File: src/rtl/filter_ctrl.sv
// filter_ctrl: CPU register block, run sequencer and data-memory arbiter for the
// weighted order-statistics filter engine. Define FILTER_IRQ_EN to build the interrupt.
module filter_ctrl #(
    parameter int unsigned WORD  = 16,
    parameter int unsigned MAX_N = 25,
    parameter int unsigned AW    = 32
) (
    input  logic            clk,
    input  logic            rst,
    input  logic            reg_sel_i,
    input  logic            reg_we_i,
    input  logic [2:0]      reg_addr_i,
    input  logic [31:0]     reg_wdata_i,
    output logic [31:0]     reg_rdata_o,
    input  logic            cpu_mem_req_i,
    input  logic [AW-1:0]   cpu_mem_addr_i,
    input  logic            cpu_mem_we_i,
    output logic            cpu_mem_stall_o,
    output logic [WORD-1:0] eng_h_o,
    output logic [WORD-1:0] eng_w_o,
    output logic [WORD-1:0] eng_n_o,
    output logic            eng_run_o,
    output logic            eng_rst_n_o,
    input  logic            eng_running_i,
    input  logic [AW-1:0]   eng_addr_i,
    input  logic            eng_w_en_i,
    input  logic            eng_r_en_i,
    output logic [AW-1:0]   mem_addr_o,
    output logic            mem_we_o,
    output logic            mem_re_o,
    output logic            irq_o
);

    typedef enum logic [2:0] {
        StIdle,
        StLaunch,
        StArm,
        StBusy,
        StFinish
    } state_e;

    localparam logic [2:0] AddrCtrl   = 3'd0;
    localparam logic [2:0] AddrStatus = 3'd1;
    localparam logic [2:0] AddrH      = 3'd2;
    localparam logic [2:0] AddrW      = 3'd3;
    localparam logic [2:0] AddrN      = 3'd4;

    state_e          state_q, state_d;
    logic [WORD-1:0] h_q, w_q, n_q;
    logic            done_q, done_d;
    logic            err_q, err_d;
    logic [1:0]      abort_cnt_q, abort_cnt_d;
    logic            irq_en;

    logic wr, wr_ctrl, wr_status;
    logic start_req, abort_req, cfg_valid, busy, eng_owns_port;
    logic start_err, abort_go, done_set;
    logic unused_wdata;

    assign unused_wdata = ^reg_wdata_i;

    assign wr        = reg_sel_i & reg_we_i;
    assign wr_ctrl   = wr && (reg_addr_i == AddrCtrl);
    assign wr_status = wr && (reg_addr_i == AddrStatus);
    assign start_req = wr_ctrl & reg_wdata_i[0];
    assign abort_req = wr_ctrl & reg_wdata_i[2];
    assign busy      = (state_q != StIdle);

    assign cfg_valid = (h_q != '0) && (w_q != '0) && n_q[0] && (32'(n_q) <= MAX_N);

    // Sequencer
    always_comb begin
        state_d   = state_q;
        start_err = 1'b0;
        abort_go  = 1'b0;
        done_set  = 1'b0;
        unique case (state_q)
            StIdle: begin
                // No launch while the engine is still held in abort reset
                if (start_req && (abort_cnt_q == 2'd0)) begin
                    if (cfg_valid) begin
                        state_d = StLaunch;
                    end else begin
                        start_err = 1'b1;
                    end
                end
            end
            StLaunch: state_d = StArm;
            StArm: begin
                if (eng_running_i) begin
                    state_d = StBusy;
                end
            end
            StBusy: begin
                if (!eng_running_i) begin
                    state_d = StFinish;
                end
            end
            StFinish: begin
                done_set = 1'b1;
                state_d  = StIdle;
            end
            default: state_d = StIdle;
        endcase
        if (abort_req && busy) begin
            state_d  = StIdle;
            abort_go = 1'b1;
            done_set = 1'b0;
        end
    end

    // Status bits: hardware set takes priority over write-1-to-clear
    always_comb begin
        done_d = done_q;
        err_d  = err_q;
        if (wr_status && reg_wdata_i[1]) begin
            done_d = 1'b0;
        end
        if (wr_status && reg_wdata_i[2]) begin
            err_d = 1'b0;
        end
        if (done_set) begin
            done_d = 1'b1;
        end
        if (start_err || abort_go) begin
            err_d = 1'b1;
        end
    end

    always_comb begin
        abort_cnt_d = abort_cnt_q;
        if (abort_go) begin
            abort_cnt_d = 2'd2;
        end else if (abort_cnt_q != 2'd0) begin
            abort_cnt_d = abort_cnt_q - 2'd1;
        end
    end

    always_ff @(posedge clk or negedge rst) begin
        if (!rst) begin
            state_q     <= StIdle;
            done_q      <= 1'b0;
            err_q       <= 1'b0;
            abort_cnt_q <= 2'd0;
        end else begin
            state_q     <= state_d;
            done_q      <= done_d;
            err_q       <= err_d;
            abort_cnt_q <= abort_cnt_d;
        end
    end

    // Configuration is frozen while a run is in progress
    always_ff @(posedge clk or negedge rst) begin
        if (!rst) begin
            h_q <= '0;
            w_q <= '0;
            n_q <= '0;
        end else if (wr && !busy) begin
            if (reg_addr_i == AddrH) h_q <= reg_wdata_i[WORD-1:0];
            if (reg_addr_i == AddrW) w_q <= reg_wdata_i[WORD-1:0];
            if (reg_addr_i == AddrN) n_q <= reg_wdata_i[WORD-1:0];
        end
    end

`ifdef FILTER_IRQ_EN
    logic irq_en_q, irq_q;

    always_ff @(posedge clk or negedge rst) begin
        if (!rst) begin
            irq_en_q <= 1'b0;
            irq_q    <= 1'b0;
        end else begin
            if (wr_ctrl) begin
                irq_en_q <= reg_wdata_i[1];
            end
            irq_q <= irq_en_q & (done_q | err_q);
        end
    end

    assign irq_en = irq_en_q;
    assign irq_o  = irq_q;
`else
    assign irq_en = 1'b0;
    assign irq_o  = 1'b0;
`endif

    always_comb begin
        reg_rdata_o = '0;
        case (reg_addr_i)
            AddrCtrl:   reg_rdata_o = {29'd0, 1'b0, irq_en, 1'b0};
            AddrStatus: reg_rdata_o = {29'd0, err_q, done_q, busy};
            AddrH:      reg_rdata_o = 32'(h_q);
            AddrW:      reg_rdata_o = 32'(w_q);
            AddrN:      reg_rdata_o = 32'(n_q);
            default:    reg_rdata_o = '0;
        endcase
    end

    assign eng_h_o     = h_q;
    assign eng_w_o     = w_q;
    assign eng_n_o     = n_q;
    assign eng_run_o   = (state_q == StLaunch);
    assign eng_rst_n_o = rst & (abort_cnt_q == 2'd0);

    // Shared data-memory port arbitration
    assign eng_owns_port = (state_q == StArm) || (state_q == StBusy) || (state_q == StFinish);

    always_comb begin
        if (eng_owns_port) begin
            mem_addr_o      = eng_addr_i;
            mem_we_o        = eng_w_en_i;
            mem_re_o        = eng_r_en_i;
            cpu_mem_stall_o = cpu_mem_req_i;
        end else begin
            mem_addr_o      = cpu_mem_addr_i;
            mem_we_o        = cpu_mem_req_i & cpu_mem_we_i;
            mem_re_o        = cpu_mem_req_i & ~cpu_mem_we_i;
            cpu_mem_stall_o = 1'b0;
        end
    end

endmodule

File: config.mk
export PLATFORM = sky130hd
export DESIGN_NAME = filter_ctrl
export DESIGN_NICKNAME = d
export VERILOG_FILES = /design/src/rtl/filter_ctrl.sv
export SDC_FILE = /design/constraint.sdc
export NUM_CORES = 1
export LEC_CHECK = 0
export ABC_CLOCK_PERIOD_IN_PS = 1800
export CAP_MARGIN = 40
export CORE_MARGIN = 2
export CORE_UTILIZATION = 35
export CTS_CLUSTER_DIAMETER = 40
export DETAILED_ROUTE_END_ITERATION = 6
export DONT_BUFFER_PORTS = 1
export PLACE_DENSITY = 0.56
export SETUP_SLACK_MARGIN = 0.5
export SYNTH_ARGS = -nofsm -noshare
export SYNTH_HDL_FRONTEND = slang
export SYNTH_SLANG_ARGS = --single-unit
File: constraint.sdc
create_clock -name clk -period 1.8 [get_ports clk]
set_input_delay 0.09 -clock clk [delete_from_list [all_inputs] [get_ports clk]]
set_output_delay 0.09 -clock clk [all_outputs]
set_load 0.005 [all_outputs]
* Word level (Yosys, flattened, before mapping)
Cells that the tools add are included. W data, S select, Z words.
Storage, ports and cells: bits in registers 55, input bits 108, output and inout port bits 118
Cells by class: add/sub/neg operators 1, $lt $le $gt $ge 1, equality and inequality tests 12, multiplexer cells 23, bitwise operators 7, reductions and logical operators 28
Operator list (number):
- $pmux W16 S4 | 1
- $mux W32 | 1
- $reduce_bool A16 Y1 | 2
- $le A16 B5 Y1 const B | 1
- $mux W3 | 5
- $mux W1 | 13
- $eq A3 B2 Y1 const B | 4
- $ne A3 B3 Y1 const B | 4
- $pmux W3 S4 | 1
- $logic_and A1 B1 Y1 | 10
- $reduce_bool A2 Y1 | 4
- $and A1 B1 Y1 | 6
- $eq A3 B1 Y1 const B | 2
- $eq A3 B3 Y1 const B | 2
- $logic_not A3 Y1 | 2
- $reduce_and A2 Y1 | 3
- $mux W2 | 2
- $reduce_and A4 Y1 | 1
- $logic_or A1 B1 Y1 | 3
- $reduce_bool A3 Y1 | 1
- $logic_not A2 Y1 | 1
- $sub A2 B1 Y2 const B | 1
- $logic_not A1 Y1 | 1
- $not A1 Y1 | 1

* Depth between registers and ports, before layout
depth after elaboration 9, mapped depth 7, depth with buffers taken out 5

* Worst setup path before layout
No wires, ideal clock.
kind reg2reg, start point reg state_q[2], end point reg w_q[10], in the netlist eng_w_o[10], library setup time 125 ps, arrival time 1716 ps, required time 1675 ps, path slack -41 ps, stages on the path, launching flop included 7, period minus slack after synthesis 1841 ps, cell sequence dfrtp_1 -> buf_6 -> nor3_4 -> nand4_4 -> nor3b_4 -> buf_12 -> mux2_4
On the way: cells in the longest elaborated chain, start to end 4
Ends and longest elaborated chain:
- start: declaration | RTL line 48 | state_e state_q, state_d;
- start signal: assignment | RTL line 141 | state_q <= StIdle;
- start signal: assignment | RTL line 146 | state_q <= state_d;
- $reduce_bool A3 Y1 | RTL line 67 | assign busy = (state_q != StIdle);
- $logic_not A1 Y1 | RTL line 159 | end else if (wr && !busy) begin
- $logic_and A1 B1 Y1 | RTL line 159
- $reduce_and A2 Y1 (no source line)
- end signal: assignment | RTL line 161 | if (reg_addr_i == AddrW) w_q <= reg_wdata_i[WORD-1:0];
- end: declaration | RTL line 49 | logic [WORD-1:0] h_q, w_q, n_q;
No other way between the ends. A chain may end at the register's enable or synchronous reset.

* Final worst setup path
start point reg state_q[1], end point out mem_addr_o[9]
On the way: cells in the longest elaborated chain, start to end 4, elaborated cells between the ends (all ways) 6, classes of those cells 3 x eq/ne; 1 x mux; 2 x reduce/logical
Ends and longest elaborated chain:
- $eq A3 B2 Y1 | RTL line 207 | assign eng_owns_port = (state_q == StArm) || (state_q == StBusy) || (state_q == StFinish);
- $logic_or A1 B1 Y1 | RTL line 207
- $logic_or A1 B1 Y1 * | RTL line 207
- $mux W32 * | RTL line 210 | if (eng_owns_port) begin
- end: declaration | RTL line 28 | output logic [AW-1:0] mem_addr_o,
Mark *: on every way between the ends. The rest lies on a longest branch, timed or not.

==> impl_metrics.yaml <==
status:
  outcome: "complete, but fails checks"
  failed_checks: "negative hold slack, negative setup slack"
clocking:
  cts-root-to-sink-buffers: 2
  root_buffer: "sky130_fd_sc_hd__clkbuf_8"
  holdBufCountCts: 18
  htreeDepth: 2
  cts.sinks: 55
  tritoncts.num_buffers: 5
  tritoncts_clock_tree: "yes"
  clk_pin_slew_worst_paths_ps: 100
  clkLatencyLatePin_ps: 310
setup_path:
  cp_data_required_time_ps: 1710
  crit_path_start_kind: "register"
  critPathMaxFanout: 8
  crit_buf_inv: 3
  cp_slowest_stage_delay_ps: 420
  worst-setup-path-type: "register to output port"
  endpoint_kind: "output port"
  critical-path-slowest-cell: "sky130_fd_sc_hd__dfrtp_1"
  critical_path.top_delay_family: "buffers and inverters"
  setup.worst_path.start: "state_q[1]"
  rr_startpoint: "state_q[0]"
  arrival_time_reported_for_the_critical_path_endpoint_ps: 1840
  worstPathCellList: "buf_6, and2b_2, a21oi_4, buf_12, clkbuf_16, mux2_4"
floorplanning:
  initial_core_util: 0.362
  fp.dieH_um: 102
  coreArea_um2: 9280
  dieArea_um2: 10400
  std_cell_rows: 35
  die_w_um: 102
  floorplan.io_pins: 226
placed_design:
  port_buffers: 0
  finalWeightedCongestion: 0.761
  detailedPlace.worstSlack_ps: 22.3
  post-dp-hpwl_um: 8280
  cell_area_after_placement_um2: 3750
detailed_routing:
  route.layer.met1.wl_um: 4060
  drtAntennaViolNets: 0
  via_per_inst: 5.43
  drt-initial-drc-count: 93
  drtPass1Iterations: 4
  routed_wl_um: 11400
  remaining_drc_errors: 0
  detail_route.wl_per_cell_um: 24.8
  top_layer_used: "met4"
  vias: 2496
  met3_wirelength_um: 961
  met2_wire_length_um: 6240
synthesis:
  ys_types: 45
  synth_flop_cell: "sky130_fd_sc_hd__dfrtp_1"
  netlist_area_um2: 3360
  post_synth_inst_count: 284
  yosys_warning_total: 0
  yosys_register_bits: 55
  synth-async-reset-ratio: 1.00
  most_frequent_cell_after_synthesis: "sky130_fd_sc_hd__mux2_2"
  synth_common_cells: "sky130_fd_sc_hd__mux2_2 (70), sky130_fd_sc_hd__dfrtp_1 (55), sky130_fd_sc_hd__buf_4 (19)"
  yosys.area.top_type_share: 0.410
  synth_area_leaders: "sky130_fd_sc_hd__dfrtp_1 (41%), sky130_fd_sc_hd__mux2_2 (23%), sky130_fd_sc_hd__mux2_4 (4.5%)"
  postSynthAreaPerCell_um2: 11.8
  ys_seq_area_frac: 0.410
  synth_enable_flop_cells: 0
  yosysTopAreaCell: "sky130_fd_sc_hd__dfrtp_1"
global_routing:
  grt_pass1_wl_um: 15800
  grt_overflow: 0
  maximum_number_of_pins_on_one_net_before_global_route_repair: 57
  number_of_global_route_vias_before_repair: 2520
  antenna_found_initial: 2
  groute.usage.overall: 0.205
layout:
  synthToLayoutAreaGrowth_pct: 35.5
  final_cell_area_um2: 4550
  final_nets: 437
  drive_above_1_share: 0.517
  count_of_fill_cells_added_during_filler_insertion: 882
sta:
  timing.clock.skew_ps: 3.09
  slew_headroom: 0.651
  tightest_slew_ps: 524
  count_of_final_hold_check_violations: 55
  timing.final.max_slew_violations: 0
  minimum_period_implied_by_the_final_worst_setup_slack_ps: 1930
  count_of_final_setup_violators: 60
  rsz0062_at_grt: "yes"
  final_min_period_over_clock_period: 1.07
  timing.final.ws_setup_ps: -135
  max_freq_ghz: 0.517
  fin_worst_hold_slack_ps: -539
pwr:
  static_leakage_nw: 2.04
  power.density_nw_per_um2: 1480
  ir_worst_vdd_mv: 0.548
job:
  max_capacitance_violation_count: 0
worst_hold_path:
  hp-class: "input port to async pin"
## report_power, final
group / internal, W / total, W / switching, W / leakage [nW]
clock network: 0.000275 / 0.000697 / 0.000421 / 0.0483
logic: 0.00228 / 0.00351 / 0.00123 / 1.29
registers: 0.00173 / 0.00252 / 0.000782 / 0.704
## worst register-to-register path: stages (launching register included)
cell,delay (ps)
sky130_fd_sc_hd__dfrtp_1,410
sky130_fd_sc_hd__buf_6,130
sky130_fd_sc_hd__nor3_4,230
sky130_fd_sc_hd__nand4_4,160
sky130_fd_sc_hd__nor3b_4,340
sky130_fd_sc_hd__buf_6,210
sky130_fd_sc_hd__mux2_4,310
## per-stage QoR
| step | hold slack (ps) | util | TNS, ps | instances | power, W |
|---|---|---|---|---|---|
| final | -539 | 0.490 | -5500 | 460 | 0.00672 |
| after global routing | -556 | 0.490 | -9500 | 460 | 0.00707 |
| after CTS | -546 | 0.475 | -4890 | 454 | 0.00645 |
| after detailed placement | -204 | 0.404 | 0 | 414 | 0.00494 |
| after global placement | -205 | 0.404 | 0 | 414 | 0.00489 |
| after floorplan | -206 | - | 0 | 300 | 0.00421 |
## sequential cells by signal (all words and copies together) (netlist names)
register / count
eng_h_o: 16
abort_cnt_q: 2
eng_n_o: 16
eng_w_o: 16
done_q: 1
state_q: 3
err_q: 1
## cell usage in the layout, fill, tap and decap left out, types with 3 or more instances in the layout
master                          instances
sky130_fd_sc_hd__inv_1                  4
sky130_fd_sc_hd__nor4_4                 3
sky130_fd_sc_hd__mux2i_1               13
sky130_fd_sc_hd__nor4_2                 4
sky130_fd_sc_hd__buf_16                 3
sky130_fd_sc_hd__buf_6                 10
sky130_fd_sc_hd__buf_4                 16
sky130_fd_sc_hd__dfrtp_1               43
sky130_fd_sc_hd__dfrtp_2               12
sky130_fd_sc_hd__nand2b_1               3
sky130_fd_sc_hd__nand4_1                3
sky130_fd_sc_hd__clkbuf_8               5
sky130_fd_sc_hd__nor4_1                 4
sky130_fd_sc_hd__dlygate4sd3_1         18
sky130_fd_sc_hd__buf_12                 3
sky130_fd_sc_hd__nand2_1               16
sky130_fd_sc_hd__o21ai_0               13
sky130_fd_sc_hd__conb_1                17
sky130_fd_sc_hd__mux2_4                82
## routing by layer
metal,vias up,track usage
met3,8,0.0547
li1,1094,-
met4,0,0.0585
met2,134,0.393
met1,1260,0.221
met5,-,0
## cells by family after synthesis
group | share of synthesized area
compound gates | 0.0585
other cells | 0.00112
flops | 0.410
xor+xnor | 0.00261
mux | 0.328
buf+inv | 0.0757
simple gates | 0.120
fa+ha+maj | 0.00373
## final cells by class
| class | instances | area, um^2 | area share |
|---|---|---|---|
| Sequential cell | 55 | 1390 | 0.306 |
| Tap cell | 129 | 161 | 0.0355 |
| Clock buffer | 5 | 68.8 | 0.0151 |
| Multi-Input combinational cell | 208 | 2250 | 0.495 |
| Timing Repair Buffer | 54 | 636 | 0.140 |
| Clock inverter | 3 | 18.8 | 0.00413 |
| Antenna cell | 2 | 5.00 | 0.00110 |
| Inverter | 4 | 15.0 | 0.00330 |
## path summary, 6_finish.rpt
check | endpoint | slack, ps | cells after the start
hold / removal | eng_w_o[7] | -540 | 0
max in group asynchronous | eng_w_o[2] | 2240 | 0
setup / recovery | mem_addr_o[9] | -130 | 6
min in group clk | done_q | 0 | 2
hold reg to reg | done_q | 530 | 1
setup reg to reg | eng_w_o[4] | -100 | 6
## what timing repair did
item                                    in CTS  in global routing
resized for setup                           60                 17
hold endpoints to repair                   106                 55
gates cloned                                 2                  2
endpoints found under the setup margin      91                 94
setup buffers                               12                  2
pin swaps                                    7                  7
Note: power is estimated with default switching activity, not from simulation.
